## src/rtl/amba_cmd_master.sv

```systemverilog
// Host-side command framer: assembles SYNC/ADDR/DATA/CHK byte frames from the
// serial receiver and issues one valid/ready register write per good frame.
module amba_cmd_master #(
    parameter logic [7:0]  SYNC_BYTE   = 8'hA5,
    parameter logic [7:0]  ADDR_MIN    = 8'h20,
    parameter logic [7:0]  ADDR_MAX    = 8'h24,
    parameter int unsigned WR_TIMEOUT  = 255,
    parameter int unsigned GAP_TIMEOUT = 1023
) (
    input  logic       clk,
    input  logic       rst_n,
    input  logic [7:0] rx_data,
    input  logic       rx_valid,
    output logic       rx_ready,
    output logic       bus_valid,
    output logic [7:0] bus_addr,
    output logic [7:0] bus_data,
    input  logic       bus_ready,
    output logic       wr_done,
    output logic       frame_err,
    output logic       timeout_err,
    output logic       overrun,
    output logic       busy
);

    localparam int unsigned WW = $clog2(WR_TIMEOUT + 1);
    localparam int unsigned GW = $clog2(GAP_TIMEOUT + 1);

    typedef enum logic [2:0] {
        S_HUNT,
        S_ADDR,
        S_DATA,
        S_CHK,
        S_WRITE
    } state_t;

    typedef struct packed {
        logic [7:0] addr;
        logic [7:0] data;
    } wr_req_t;

    state_t        state, state_n;
    logic [7:0]    addr_q, addr_n;
    logic [7:0]    data_q, data_n;
    logic [GW-1:0] gap_cnt, gap_n;
    logic [WW-1:0] wr_cnt, wr_n;
    wr_req_t       req_q, req_n;
    logic          valid_n;
    logic          done_n, ferr_n, tout_n, ovr_n;

    logic          accept;
    logic          gap_hit;
    logic          wr_hit;
    logic          addr_ok;
    logic [7:0]    exp_chk;

    assign rx_ready = (state != S_WRITE);
    assign busy     = (state != S_HUNT);
    assign accept   = rx_valid && rx_ready;
    assign gap_hit  = (gap_cnt == GW'(GAP_TIMEOUT - 1));
    assign wr_hit   = (wr_cnt == WW'(WR_TIMEOUT - 1));
    assign exp_chk  = SYNC_BYTE ^ addr_q ^ data_q;
    assign addr_ok  = (addr_q >= ADDR_MIN) && (addr_q <= ADDR_MAX);

    assign bus_addr = req_q.addr;
    assign bus_data = req_q.data;

    always_comb begin
        state_n = state;
        addr_n  = addr_q;
        data_n  = data_q;
        gap_n   = gap_cnt;
        wr_n    = wr_cnt;
        req_n   = req_q;
        valid_n = bus_valid;
        done_n  = 1'b0;
        ferr_n  = 1'b0;
        tout_n  = 1'b0;
        ovr_n   = rx_valid && !rx_ready;

        case (state)
            S_HUNT: begin
                gap_n = '0;
                if (accept && rx_data == SYNC_BYTE)
                    state_n = S_ADDR;
            end

            S_ADDR, S_DATA, S_CHK: begin
                if (accept) begin
                    gap_n = '0;
                    case (state)
                        S_ADDR: begin
                            addr_n  = rx_data;
                            state_n = S_DATA;
                        end
                        S_DATA: begin
                            data_n  = rx_data;
                            state_n = S_CHK;
                        end
                        default: begin
                            if (rx_data != exp_chk || !addr_ok) begin
                                ferr_n  = 1'b1;
                                state_n = S_HUNT;
                            end else begin
                                req_n   = '{addr: addr_q, data: data_q};
                                wr_n    = '0;
                                state_n = S_WRITE;
                            end
                        end
                    endcase
                end else if (gap_hit) begin
                    // partial frame is abandoned; nothing reaches the bus
                    ferr_n  = 1'b1;
                    gap_n   = '0;
                    state_n = S_HUNT;
                end else begin
                    gap_n = gap_cnt + GW'(1);
                end
            end

            S_WRITE: begin
                // first WRITE cycle only raises bus_valid; the timer then
                // counts bus_valid cycles so the timeout bounds the request
                if (!bus_valid) begin
                    valid_n = 1'b1;
                    wr_n    = '0;
                end else if (bus_ready) begin
                    valid_n = 1'b0;
                    done_n  = 1'b1;
                    wr_n    = '0;
                    state_n = S_HUNT;
                end else if (wr_hit) begin
                    valid_n = 1'b0;
                    tout_n  = 1'b1;
                    wr_n    = '0;
                    state_n = S_HUNT;
                end else begin
                    wr_n = wr_cnt + WW'(1);
                end
            end

            default: begin
                state_n = S_HUNT;
                valid_n = 1'b0;
            end
        endcase
    end

    always_ff @(posedge clk or negedge rst_n) begin
        if (!rst_n)
            state <= S_HUNT;
        else
            state <= state_n;
    end

    always_ff @(posedge clk or negedge rst_n) begin
        if (!rst_n) begin
            addr_q      <= '0;
            data_q      <= '0;
            gap_cnt     <= '0;
            wr_cnt      <= '0;
            req_q       <= '0;
            bus_valid   <= 1'b0;
            wr_done     <= 1'b0;
            frame_err   <= 1'b0;
            timeout_err <= 1'b0;
            overrun     <= 1'b0;
        end else begin
            addr_q      <= addr_n;
            data_q      <= data_n;
            gap_cnt     <= gap_n;
            wr_cnt      <= wr_n;
            req_q       <= req_n;
            bus_valid   <= valid_n;
            wr_done     <= done_n;
            frame_err   <= ferr_n;
            timeout_err <= tout_n;
            overrun     <= ovr_n;
        end
    end

endmodule
```

## config.mk

```make
export PLATFORM = sky130hd
export DESIGN_NAME = amba_cmd_master
export DESIGN_NICKNAME = d
export VERILOG_FILES = /design/src/rtl/amba_cmd_master.sv
export SDC_FILE = /design/constraint.sdc
export NUM_CORES = 1
export LEC_CHECK = 0
export BUFFER_PORTS_ARGS = -buffer_cell sky130_fd_sc_hd__buf_2
export CAP_MARGIN = 20
export CORE_MARGIN = 5
export CORE_UTILIZATION = 53
export DETAILED_ROUTE_END_ITERATION = 8
export GPL_ROUTABILITY_DRIVEN = 0
export PLACE_DENSITY = 0.77
export SETUP_SLACK_MARGIN = 0.15
export SYNTH_ARGS = -nofsm -noshare
export SYNTH_HDL_FRONTEND = slang
export SYNTH_SLANG_ARGS = --single-unit
```

## constraint.sdc

```tcl
create_clock -name clk -period 3.2 [get_ports clk]
set_clock_uncertainty 0.2 [all_clocks]
set_input_delay 0.32 -clock clk [delete_from_list [all_inputs] [get_ports clk]]
set_output_delay 0.32 -clock clk [all_outputs]
set_load 0.02 [all_outputs]
```

======== After elaboration in Yosys (flattened, before gate mapping) ========
Index checks and enable logic that the tools add are counted.
storage, ports and cells
  flip-flop bits (word level) ............. 58
  bits of input ports ..................... 12
  output and inout bits ................... 23
  word-level logic and storage cells ...... 90
operators by class
  $add $sub $neg .......................... 2
  order comparisons ....................... 2
  eq/ne operators ......................... 16
  multiplexer cells ....................... 35
  bitwise gates (word level) .............. 4
  reductions and logical operators ........ 19
operators by type and width
  kind                     number
  $mux W8                  6
  $mux W3                  7
  $mux W10                 2
  $pmux W10 S2             1
  $eq A8 B8 Y1 const B     2
  $pmux W8 S2              1
  $mux W1                  15
  $reduce_and A4 Y1        3
  $add A10 B1 Y10 const B  1
  $eq A10 B10 Y1 const B   1
  $ne A2 B2 Y1 const B     5
  $ne A3 B3 Y1 const B     3
  $pmux W3 S3              1
  $add A8 B1 Y8 const B    1
  $ge A8 B6 Y1 const B     1
  $le A8 B6 Y1 const B     1
  $ne A8 B8 Y1             1
  $xor A8 B8 Y8            1
  $eq A3 B2 Y1 const B     2
  $pmux W3 S2              1
  $reduce_and A3 Y1        2
  $logic_and A1 B1 Y1      4
  $not A4 Y4               1
  $reduce_bool A2 Y1       2
  11 further kinds         13

======== Logic depth before layout (Yosys ltp) ========
Gate-level depths: netlist of the first run.
  word-level depth ........................ 8
  depth in mapped cells ................... 7
  gate-level depth less buffers ........... 7

======== Least setup slack after synthesis of the first run ========
OpenSTA, ideal clock, no wires.
  path kind ............................... flip-flop to flip-flop
  start ................................... register addr_q[0]
  end ..................................... register req_q, in the netlist bus_addr[0]
  library setup time ...................... 0.127 ns
  arrival ................................. 1.934 ns
  data required time ...................... 2.873 ns
  slack ................................... 0.938 ns
  cell stages (with the launch flop) ...... 6
  path buffers ............................ 1
  period minus slack after synthesis ...... 2.262 ns
  cells stage by stage .................... dfrtp_1 xor3_2 nand4_2 nor4_4 buf_6 mux2_1
on the way
  cells in the longest elaborated chain, start to end .. 6
  elaborated cells on any way between the ends .. 10
  those cells by class .................... 2 x order compare; 1 x eq/ne; 3 x bitwise; 4 x reduce/logical
RTL lines
  element                                                      line    text
  start: declaration                                           43      logic [7:0] addr_q, addr_n;
  start signal: assignment                                     169     addr_q <= addr_n;
  $ge A8 B6 Y1 (tied with other cells)                         63      assign addr_ok = (addr_q >= ADDR_MIN) && (addr_q <= ADDR_MAX);
  $logic_and A1 B1 Y1 / $xor A8 B8 Y8 (equally long branches)  63, 62
  $logic_not A1 Y1 / $ne A8 B8 Y1 (equally long branches)      101     if (rx_data != exp_chk || !addr_ok) begin
  $logic_or A1 B1 Y1                                           101
  $not A1 Y1 (no source line)                                  -
  $reduce_and A4 Y1 (no source line)                           -
  end signal: assignment                                       173     req_q <= req_n;
  end: declaration                                             47      wr_req_t req_q, req_n;
Several ways; a longest one is shown, not always the timed one.
A chain may end at the register's enable or synchronous reset.

======== Final worst setup path of the first run ========
  start ................................... register addr_q[4]
  end ..................................... register req_q, in the netlist bus_data[1]
on the way
  cells in the longest elaborated chain, start to end .. 6
  elaborated cells on any way between the ends .. 9
  those cells by class .................... 2 x order compare; 1 x eq/ne; 2 x bitwise; 4 x reduce/logical
RTL lines
  element                                              line
  $ge A8 B6 Y1 / $le A8 B6 Y1 (equally long branches)  63
  $logic_and A1 B1 Y1                                  63
  $logic_not A1 Y1                                     101
  $logic_or A1 B1 Y1 (*)                               101
  $not A1 Y1 (no source line) (*)                      -
  $reduce_and A4 Y1 (no source line) (*)               -
Mark *: on every way between the ends. The rest lies on a longest branch, timed or not.

==> results.json, run 1 <==
{
  "clockBufferDepth": 2,
  "layout_setup_ws_ns": 0.725,
  "dpl.cell_count": 334,
  "post_dp_cell_area_sq_um": 3040,
  "die_h_um": 82.4,
  "syn_area_sq_um": 2780,
  "tightestPinTransition_ns": 0.749,
  "ys_warn_count": 0,
  "grt_pass1_vias": 1971,
  "stdcell_area_sq_um": 3230,
  "netlist_top_cells_area": "dfrtp_1, mux2_2, xnor3_1, nor2_1, xnor2_1",
  "clkSinkCount": 58,
  "critPathMaxFanout": 7,
  "required_ns": 3.22,
  "die_w_um": 82.4,
  "htreeDepth": 3,
  "die_area_sq_um": 6790,
  "ys_seq_elements": 58,
  "status": "complete, no violations",
  "startpoint": "addr_q[4]$_DFFE_PN0P_",
  "min_period_over_period": 0.773,
  "synthFlopType": "dfrtp_1",
  "cts.hold.buffers_added": 1,
  "fin_nets": 292,
  "grtUsageTotal": 0.182,
  "drtIter0Drc": 115,
  "cts_root_buffer": "clkbuf_8",
  "vias_per_cell": 5.47,
  "worstSkewPairLatency_ns": 0.33,
  "syn_avg_cell_area_sq_um": 12.1,
  "final_cell_count_no_fill": 351,
  "drive_gt1_frac": 0.306,
  "hpwl_mm": 3.75,
  "crit_path_start_kind": "flop",
  "synth_nets": 246,
  "row_count": 26,
  "numCtsBuffers": 9,
  "fin_tns_setup_ns": 0,
  "seq_area_frac_synth": 0.523,
  "slew_headroom": 0.494,
  "setup_violations": 0,
  "slew_violations": 0,
  "arrival_ns": 2.49,
  "postCtsSetupBuffers": 0,
  "worstHoldPathType": "in2reg",
  "timing.rr.start": "addr_q[4]$_DFFE_PN0P_",
  "holdWs_ns": 0.0495,
  "vdd_drop_max_mv": 0.424,
  "fin_crit_ns": 2.48,
  "criticalPathCategory": "reg2reg",
  "gr-total-overflow": 0,
  "io_pins": 35,
  "rsz0062_at_grt": "no",
  "io_buffer_count": 34,
  "synth_edf_count": 0,
  "totalWireLength_mm": 5.30,
  "drtAntennaViolNets": 0,
  "start_util": 0.544,
  "cellLeakagePower_nw": 1.54,
  "antenna_found_initial": 0,
  "yosysTopAreaCell": "dfrtp_1",
  "wl_per_cell_um": 15.1,
  "firstDrtPassIters": 4,
  "grt_max_degree": 42,
  "cap_violations": 0,
  "ys_types": 46,
  "powerDensity_nw_per_um2": 680,
  "grt_pass1_wl_mm": 9.09,
  "syn_inst": 230,
  "diodes": 0,
  "synthArstFlopShare": 1.00,
  "end_kind": "flop",
  "path_clk_slew_ns": 0.06,
  "hp-start": "bus_ready",
  "fmaxAchievable_mhz": 404,
  "syn2layout_area_growth_pct": 16.5,
  "power_mw": 2.20,
  "utilization": 0.633,
  "coreArea_sq_um": 5110,
  "via_count": 1921,
  "route.detailed.drc": 0,
  "cts_resized": 0,
  "place_ws_ns": 0.732,
  "synth_top_area_share": 0.523,
  "finalHoldViolations": 0,
  "cts_tree": "yes"
}
[report_power, final]
part / total, mW / switching [mW] / leakage [nW] / internal [mW]
sequential: 0.993 / 0.132 / 0.762 / 0.862
clock: 0.612 / 0.270 / 0.0965 / 0.342
combinational: 0.594 / 0.246 / 0.685 / 0.348
total: 2.20 / 0.648 / 1.54 / 1.55
[layer usage]
metal	global-route usage	wire (um)
met5	0	0
met1	0.234	2430
met2	0.288	2570
met4	0.0947	104
met3	0.0390	200
[worst max-delay path, cell delays in order, from the launching register on]
cell and delay, ns:
dfrtp_1 0.41, nor4b_1 0.39, nand4b_1 0.20, nor4_4 0.57, buf_4 0.26, mux2_2 0.33
[state kept, by name (all words and copies together) (netlist names)]
register	cells
addr_q	8
bus_addr	8
bus_data	8
bus_valid	1
data_q	8
frame_err	1
gap_cnt	10
overrun	1
state	3
timeout_err	1
wr_cnt	8
wr_done	1
[worst paths after layout]
path                                      endpoint  slack, ns  cells past startpoint
max                        bus_data[1]$_DFFE_PN0P_       0.72                      5
min                              wr_done$_DFF_PN0_       0.05                      3
max reg2reg                bus_data[1]$_DFFE_PN0P_       0.72                      5
min reg2reg                bus_addr[5]$_DFFE_PN0P_       0.28                      1
max in group asynchronous     state[2]$_DFFE_PN0P_       1.69                      3
min in group asynchronous   gap_cnt[2]$_DFFE_PN0P_       0.25                      2
[cells in the mapped netlist, drive strengths merged (3+ instances only)]
cell     instances
clkbuf           3
xnor3            4
nor3             5
ha               4
a21oi            8
nand2b           3
xor2             3
nand2           12
inv              8
dfrtp           58
o2bb2ai          4
o21ai           11
nand4b           3
nand4            4
and4             3
nor2b            4
mux2            28
nand3           10
xnor2            7
nor2            19
[cell type report]
class                           instances  area [sq um]
Inverter                                8          30.0
Clock buffer                           14           173
Sequential cell                        58          1450
Tap cell                               70          87.6
Timing Repair Buffer                   39           210
Multi-Input combinational cell        160          1270
Clock inverter                          2          10.0
Fill cell                             424          1870
[kinds of logic (layout without fill, tap and decap cells)]
kind of cell	Yosys count	after routing	synth area share
mux	28	28	0.114
fa+ha+maj	4	4	0.0180
flops	58	58	0.523
buf+inv	12	63	0.0189
xor+xnor	16	16	0.0820
simple gates	79	79	0.167
compound gates	33	33	0.0780
[layout by cell type (no fill, tap or decap), types with 8 or more instances in the layout]
cell type and n:
dfrtp_1 58, buf_2 34, mux2_2 23, nor2_1 18, nand2_1 12, clkbuf_8 12
o21ai_0 11, nand3_1 10, inv_1 8, a21oi_1 8
Power figures use the tool's default switching activity.
==> run 2, diff against run 1 <==
- ABC_AREA: not set -> 1
- clock period: 3.2 -> 2.53 ns (I/O delays scaled with it)
==> run 2 against run 1 <==
  * Critical path depth up 1
  * Final area up 4.1%
  * Core utilization up 1.8 points
  * Critical path type unchanged
  * Critical endpoint is now bus_addr[1]$_DFFE_PN0P_
  * Largest cell class unchanged
  * Highest routed layer unchanged
==> results.json, run 2 <==
{
  "status": "complete, no violations",
  "grt_pass1_vias": 2363,
  "coreArea_sq_um": 5170,
  "gr-total-overflow": 0,
  "fin_crit_ns": 1.92,
  "grt_pass1_wl_mm": 10.5,
  "setup_violations": 0,
  "cpPeakStageDelay_ns": 0.48,
  "fmaxAchievable_mhz": 521,
  "drtIter0Drc": 173,
  "ys_seq_elements": 58,
  "totalWireLength_mm": 6.13,
  "cellLeakagePower_nw": 1.90,
  "diodes": 0,
  "die_w_um": 83.5,
  "grt_max_degree": 59,
  "vias_per_cell": 5.01,
  "min_period_over_period": 0.759,
  "ys_types": 28,
  "fin_tns_setup_ns": 0,
  "crit_chain": "nor2_2 > nand2_1 > nor2_2 > nand2_4 > nand2_1 > nand2_1",
  "io_pins": 35,
  "layout_commonest_cell": "nand2_1",
  "fin_nets": 430,
  "via_count": 2452,
  "firstDrtPassIters": 4,
  "synth_commonest_cells": "nand2_1, dfrtp_1, inv_1",
  "cts_resized": 0,
  "clkSinkCount": 58,
  "die_h_um": 83.5,
  "layout_setup_ws_ns": 0.609,
  "grtUsageTotal": 0.186,
  "criticalPathCategory": "reg2reg",
  "clockBufferDepth": 2,
  "wl_per_cell_um": 12.5,
  "crit_top_cell": "nand2_1",
  "critPathMaxFanout": 17,
  "hpwl_mm": 4.25,
  "synth_edf_count": 0,
  "yosysMostFrequentCell": "nand2_1",
  "place_ws_ns": 0.658,
  "required_ns": 2.56,
  "rsz0062_at_grt": "no",
  "slew_headroom": 0.528,
  "syn_area_sq_um": 2860,
  "cp_num_buf_inv": 0,
  "largest-register": "gap_cnt",
  "drtAntennaViolNets": 0,
  "end_kind": "flop",
  "yosysTopAreaCell": "dfrtp_1",
  "netlist_top_cells_area": "dfrtp_1, nand2_1, nand3_1, inv_1, o21ai_0",
  "fill_cells": 421,
  "finalHoldViolations": 0,
  "slowest_stage": "dfrtp_1",
  "path_clk_slew_ns": 0.07,
  "die_area_sq_um": 6970,
  "synthArstFlopShare": 1.00,
  "worstSkewPairLatency_ns": 0.34,
  "drive_gt1_frac": 0.141,
  "htreeDepth": 3,
  "start_util": 0.553,
  "cap_violations": 0,
  "largest_reg_flops": 10,
  "route.detailed.drc": 0,
  "numCtsBuffers": 9,
  "antenna_found_initial": 0,
  "crit_path_start_kind": "flop",
  "worstHoldPathType": "in2reg",
  "post_dp_cell_area_sq_um": 3110,
  "cpLargestDelayFamily": "simple AND/OR/NAND/NOR gates",
  "stdcell_area_sq_um": 3370,
  "ys_warn_count": 0,
  "synth_top_area_share": 0.507,
  "syn_avg_cell_area_sq_um": 7.73,
  "tightestPinTransition_ns": 0.708,
  "cts_tree": "yes",
  "seq_area_frac_synth": 0.507,
  "vdd_drop_max_mv": 0.594,
  "row_count": 26,
  "slew_violations": 0,
  "synthFlopType": "dfrtp_1",
  "layout_common_cells": "nand2_1, dfrtp_1, inv_1, nand3_1, buf_2",
  "synth_nets": 386,
  "syn_inst": 370,
  "syn2layout_area_growth_pct": 17.8,
  "arrival_ns": 1.95,
  "cts_root_buffer": "clkbuf_8",
  "powerDensity_nw_per_um2": 885,
  "io_buffer_count": 34
}
run 2: cell types whose count changed after synthesis, moves of 5 or more:
cell / previous run / this run
inv_1: 8 / 54
mux2_1: 5 / 0
mux2_2: 23 / 0
nand2_1: 12 / 122
nand3_1: 10 / 41
nor2_1: 18 / 26
o21ai_0: 11 / 21
xnor2_1: 7 / 2
run 2: per-layer routing:
layer / GRT usage / vias to the layer above / wire length, um
li1: - / 1249 / -
met1: 0.241 / 1127 / 2770
met2: 0.297 / 64 / 2890
met3: 0.0415 / 12 / 341
met4: 0.0892 / 0 / 129
met5: 0 / - / 0
run 2: final timing paths:
check,endpoint,slack [ns],start,cells past startpoint
max,bus_addr[1]$_DFFE_PN0P_,0.61,state[2]$_DFFE_PN0P_,6
min,overrun$_DFF_PN0_,0.02,rx_valid,3
max reg2reg,bus_addr[1]$_DFFE_PN0P_,0.61,state[2]$_DFFE_PN0P_,6
min reg2reg,bus_addr[5]$_DFFE_PN0P_,0.26,bus_addr[5]$_DFFE_PN0P_,2
max in group asynchronous,data_q[4]$_DFFE_PN0P_,1.27,rst_n,3
min in group asynchronous,bus_addr[0]$_DFFE_PN0P_,0.37,rst_n,3
run 2: kinds of logic after synthesis:
logic type | count (synthesis) | share of synthesized area
and+or+nand+nor | 210 | 0.313
buffers and inverters | 61 | 0.0853
DFF | 58 | 0.507
AOI/OAI and AO/OA | 30 | 0.0556
xor gates and xnor gates | 7 | 0.0214
adders and majority gates | 4 | 0.0175
run 2: tightest hold or removal path, cell delays in order:
cell and delay [ns]:
buf_2 0.13, inv_1 0.09, nor2_1 0.05
run 2: cell type report:
| class | instances | area, sq um | area share |
|---|---|---|---|
| flip-flops and latches | 58 | 1450 | 0.431 |
| multi-input cells | 251 | 1160 | 0.346 |
| repair buffers | 40 | 220 | 0.0654 |
| inverters | 54 | 203 | 0.0602 |
| clock buffers | 9 | 124 | 0.0368 |
| clock inverters | 7 | 118 | 0.0349 |
| well taps | 70 | 87.6 | 0.0260 |
run 2: where the power goes:
group	total (mW)	switching [mW]	internal, mW
logic	0.692	0.446	0.246
clock network	1.04	0.388	0.651
registers	1.25	0.165	1.08
run 2: stage by stage:
stage	utilization	hold slack, ns	total power, mW	std cells
CTS	0.651	0.0148	2.99	489
global route	0.651	0.0330	3.17	489
detailed placement	0.601	0.243	1.94	471
finish	0.651	0.0217	2.98	489
floorplan	-	-0.243	1.73	370
global placement	0.601	0.237	1.91	471
run 2: timing repair:
| action | CTS | global route |
|---|---|---|
| hold buffers | 2 | 0 |
| hold endpoints to repair | 60 | 0 |
| setup buffers | 0 | 0 |
==> run 3, diff against run 2 <==
- clock period: 2.53 -> 1.9 ns (I/O delays scaled with it)
==> run 3 against run 2 <==
  * Final cell count is 5.3% higher
  * First-iteration DRC count decreased by 36%
  * Core utilization up 6.9 points
  * Flip-flop and latch count stayed put
  * Critical endpoint is now bus_addr[0]$_DFFE_PN0P_
==> results.json, run 3 (synthesis results as in run 2) <==
{
  "setup_violations": 0,
  "finalHoldViolations": 0,
  "io_buffer_count": 34,
  "powerDensity_nw_per_um2": 1090,
  "cap_violations": 0,
  "cellLeakagePower_nw": 2.02,
  "firstDrtPassIters": 4,
  "die_w_um": 83.5,
  "power_mw": 4.07,
  "status": "complete, no violations",
  "hpwl_mm": 4.17,
  "wl_per_cell_um": 12.9,
  "vdd_drop_max_mv": 0.535,
  "layout_common_cells": "nand2_1, dfrtp_1, inv_1, buf_2, nand3_1",
  "crit_path_start_kind": "flop",
  "route.detailed.drc": 0,
  "arrival_ns": 1.83,
  "cts_tree": "yes",
  "place_ws_ns": 0.0876,
  "coreArea_sq_um": 5170,
  "row_count": 26,
  "largest-register": "gap_cnt",
  "final_cell_count_no_fill": 515,
  "tightestPinTransition_ns": 0.305,
  "layout_setup_ws_ns": 0.142,
  "htreeDepth": 3,
  "cts_root_buffer": "clkbuf_8",
  "diodes": 0,
  "dpl.cell_count": 478,
  "die_h_um": 83.5,
  "layout_commonest_cell": "nand2_1",
  "clkSinkCount": 58,
  "fin_crit_ns": 1.76,
  "fin_nets": 456,
  "totalWireLength_mm": 6.66,
  "grt_pass1_wl_mm": 10.8,
  "drive_gt1_frac": 0.238,
  "start_util": 0.553,
  "end_kind": "flop",
  "syn2layout_area_growth_pct": 30.3,
  "grt_pass1_vias": 2454,
  "min_period_over_period": 0.925,
  "utilization": 0.721,
  "path_clk_slew_ns": 0.07,
  "drtIter0Drc": 110,
  "criticalPathCategory": "reg2reg",
  "drtAntennaViolNets": 0,
  "die_area_sq_um": 6970,
  "fmaxAchievable_mhz": 569,
  "clockBufferDepth": 2,
  "rsz0062_at_grt": "yes",
  "antenna_found_initial": 0,
  "io_pins": 35,
  "worstSkewPairLatency_ns": 0.34,
  "gr-total-overflow": 0,
  "via_count": 2598,
  "largest_reg_flops": 10,
  "grt_max_degree": 59,
  "slew_violations": 0,
  "required_ns": 1.98,
  "slew_headroom": 0.795,
  "critPathMaxFanout": 7,
  "worstHoldPathType": "in2reg",
  "fin_tns_setup_ns": 0,
  "vias_per_cell": 5.04,
  "numCtsBuffers": 9,
  "grtUsageTotal": 0.191
}
run 3: final cells by class:
| type | instances | area (sq um) |
|---|---|---|
| Clock buffer | 11 | 141 |
| Clock inverter | 5 | 77.6 |
| Fill cell | 389 | 1450 |
| Inverter | 54 | 205 |
| Multi-Input combinational cell | 251 | 1300 |
| Sequential cell | 58 | 1450 |
| Tap cell | 70 | 87.6 |
| Timing Repair Buffer | 66 | 463 |
run 3: path summary, 6_finish.rpt:
path | end | startpoint | cells after the start | slack (ns)
min in group asynchronous | bus_addr[5]$_DFFE_PN0P_ | rst_n | 3 | 0.18
max in group asynchronous | state[2]$_DFFE_PN0P_ | rst_n | 3 | 1.05
max | bus_addr[0]$_DFFE_PN0P_ | addr_q[5]$_DFFE_PN0P_ | 10 | 0.14
max reg2reg | bus_addr[0]$_DFFE_PN0P_ | addr_q[5]$_DFFE_PN0P_ | 10 | 0.14
min reg2reg | bus_addr[3]$_DFFE_PN0P_ | bus_addr[3]$_DFFE_PN0P_ | 2 | 0.26
min | data_q[5]$_DFFE_PN0P_ | rx_data[5] | 3 | 0.02
run 3: timing repair:
item / 4_1_cts / 5_1_grt
endpoints found under the setup margin: 25 / 39
buffers inserted: 2 / 8
hold buffers: 10 / 0
gates cloned: 0 / 1
gates resized for setup: 4 / 39
pin swaps: 0 / 9
hold endpoints to repair: 77 / 0
run 3: through the flow:
| step | hold WS, ns | cell area [sq um] |
|---|---|---|
| floorplan | -0.306 | 2860 |
| global placement | 0.0144 | 3170 |
| detailed placement | 0.0135 | 3170 |
| CTS | 0.00484 | 3520 |
| global route | 0.0373 | 3730 |
| finish | 0.0185 | 3730 |
run 3: where the power goes:
part | switching, mW | leakage, nW | internal [mW]
combinational | 0.678 | 1.14 | 0.466
sequential | 0.223 | 0.769 | 1.44
clock | 0.491 | 0.109 | 0.770
total | 1.39 | 2.02 | 2.68
run 3: layer usage:
metal | wire length (um) | global-route usage
met5 | 0 | 0
met4 | 140 | 0.0965
met3 | 285 | 0.0503
met2 | 3250 | 0.305
met1 | 2990 | 0.240
run 3: worst max-delay path, stage by stage (launching register included):
cell     delay (ns)
dfrtp_1        0.41
or2_1          0.25
nand2_1        0.07
nand2_1        0.05
nand2_1        0.06
nand2_1        0.06
nor2_2         0.10
and2_4         0.20
buf_4          0.15
nand3_1        0.08
nand2_1        0.08
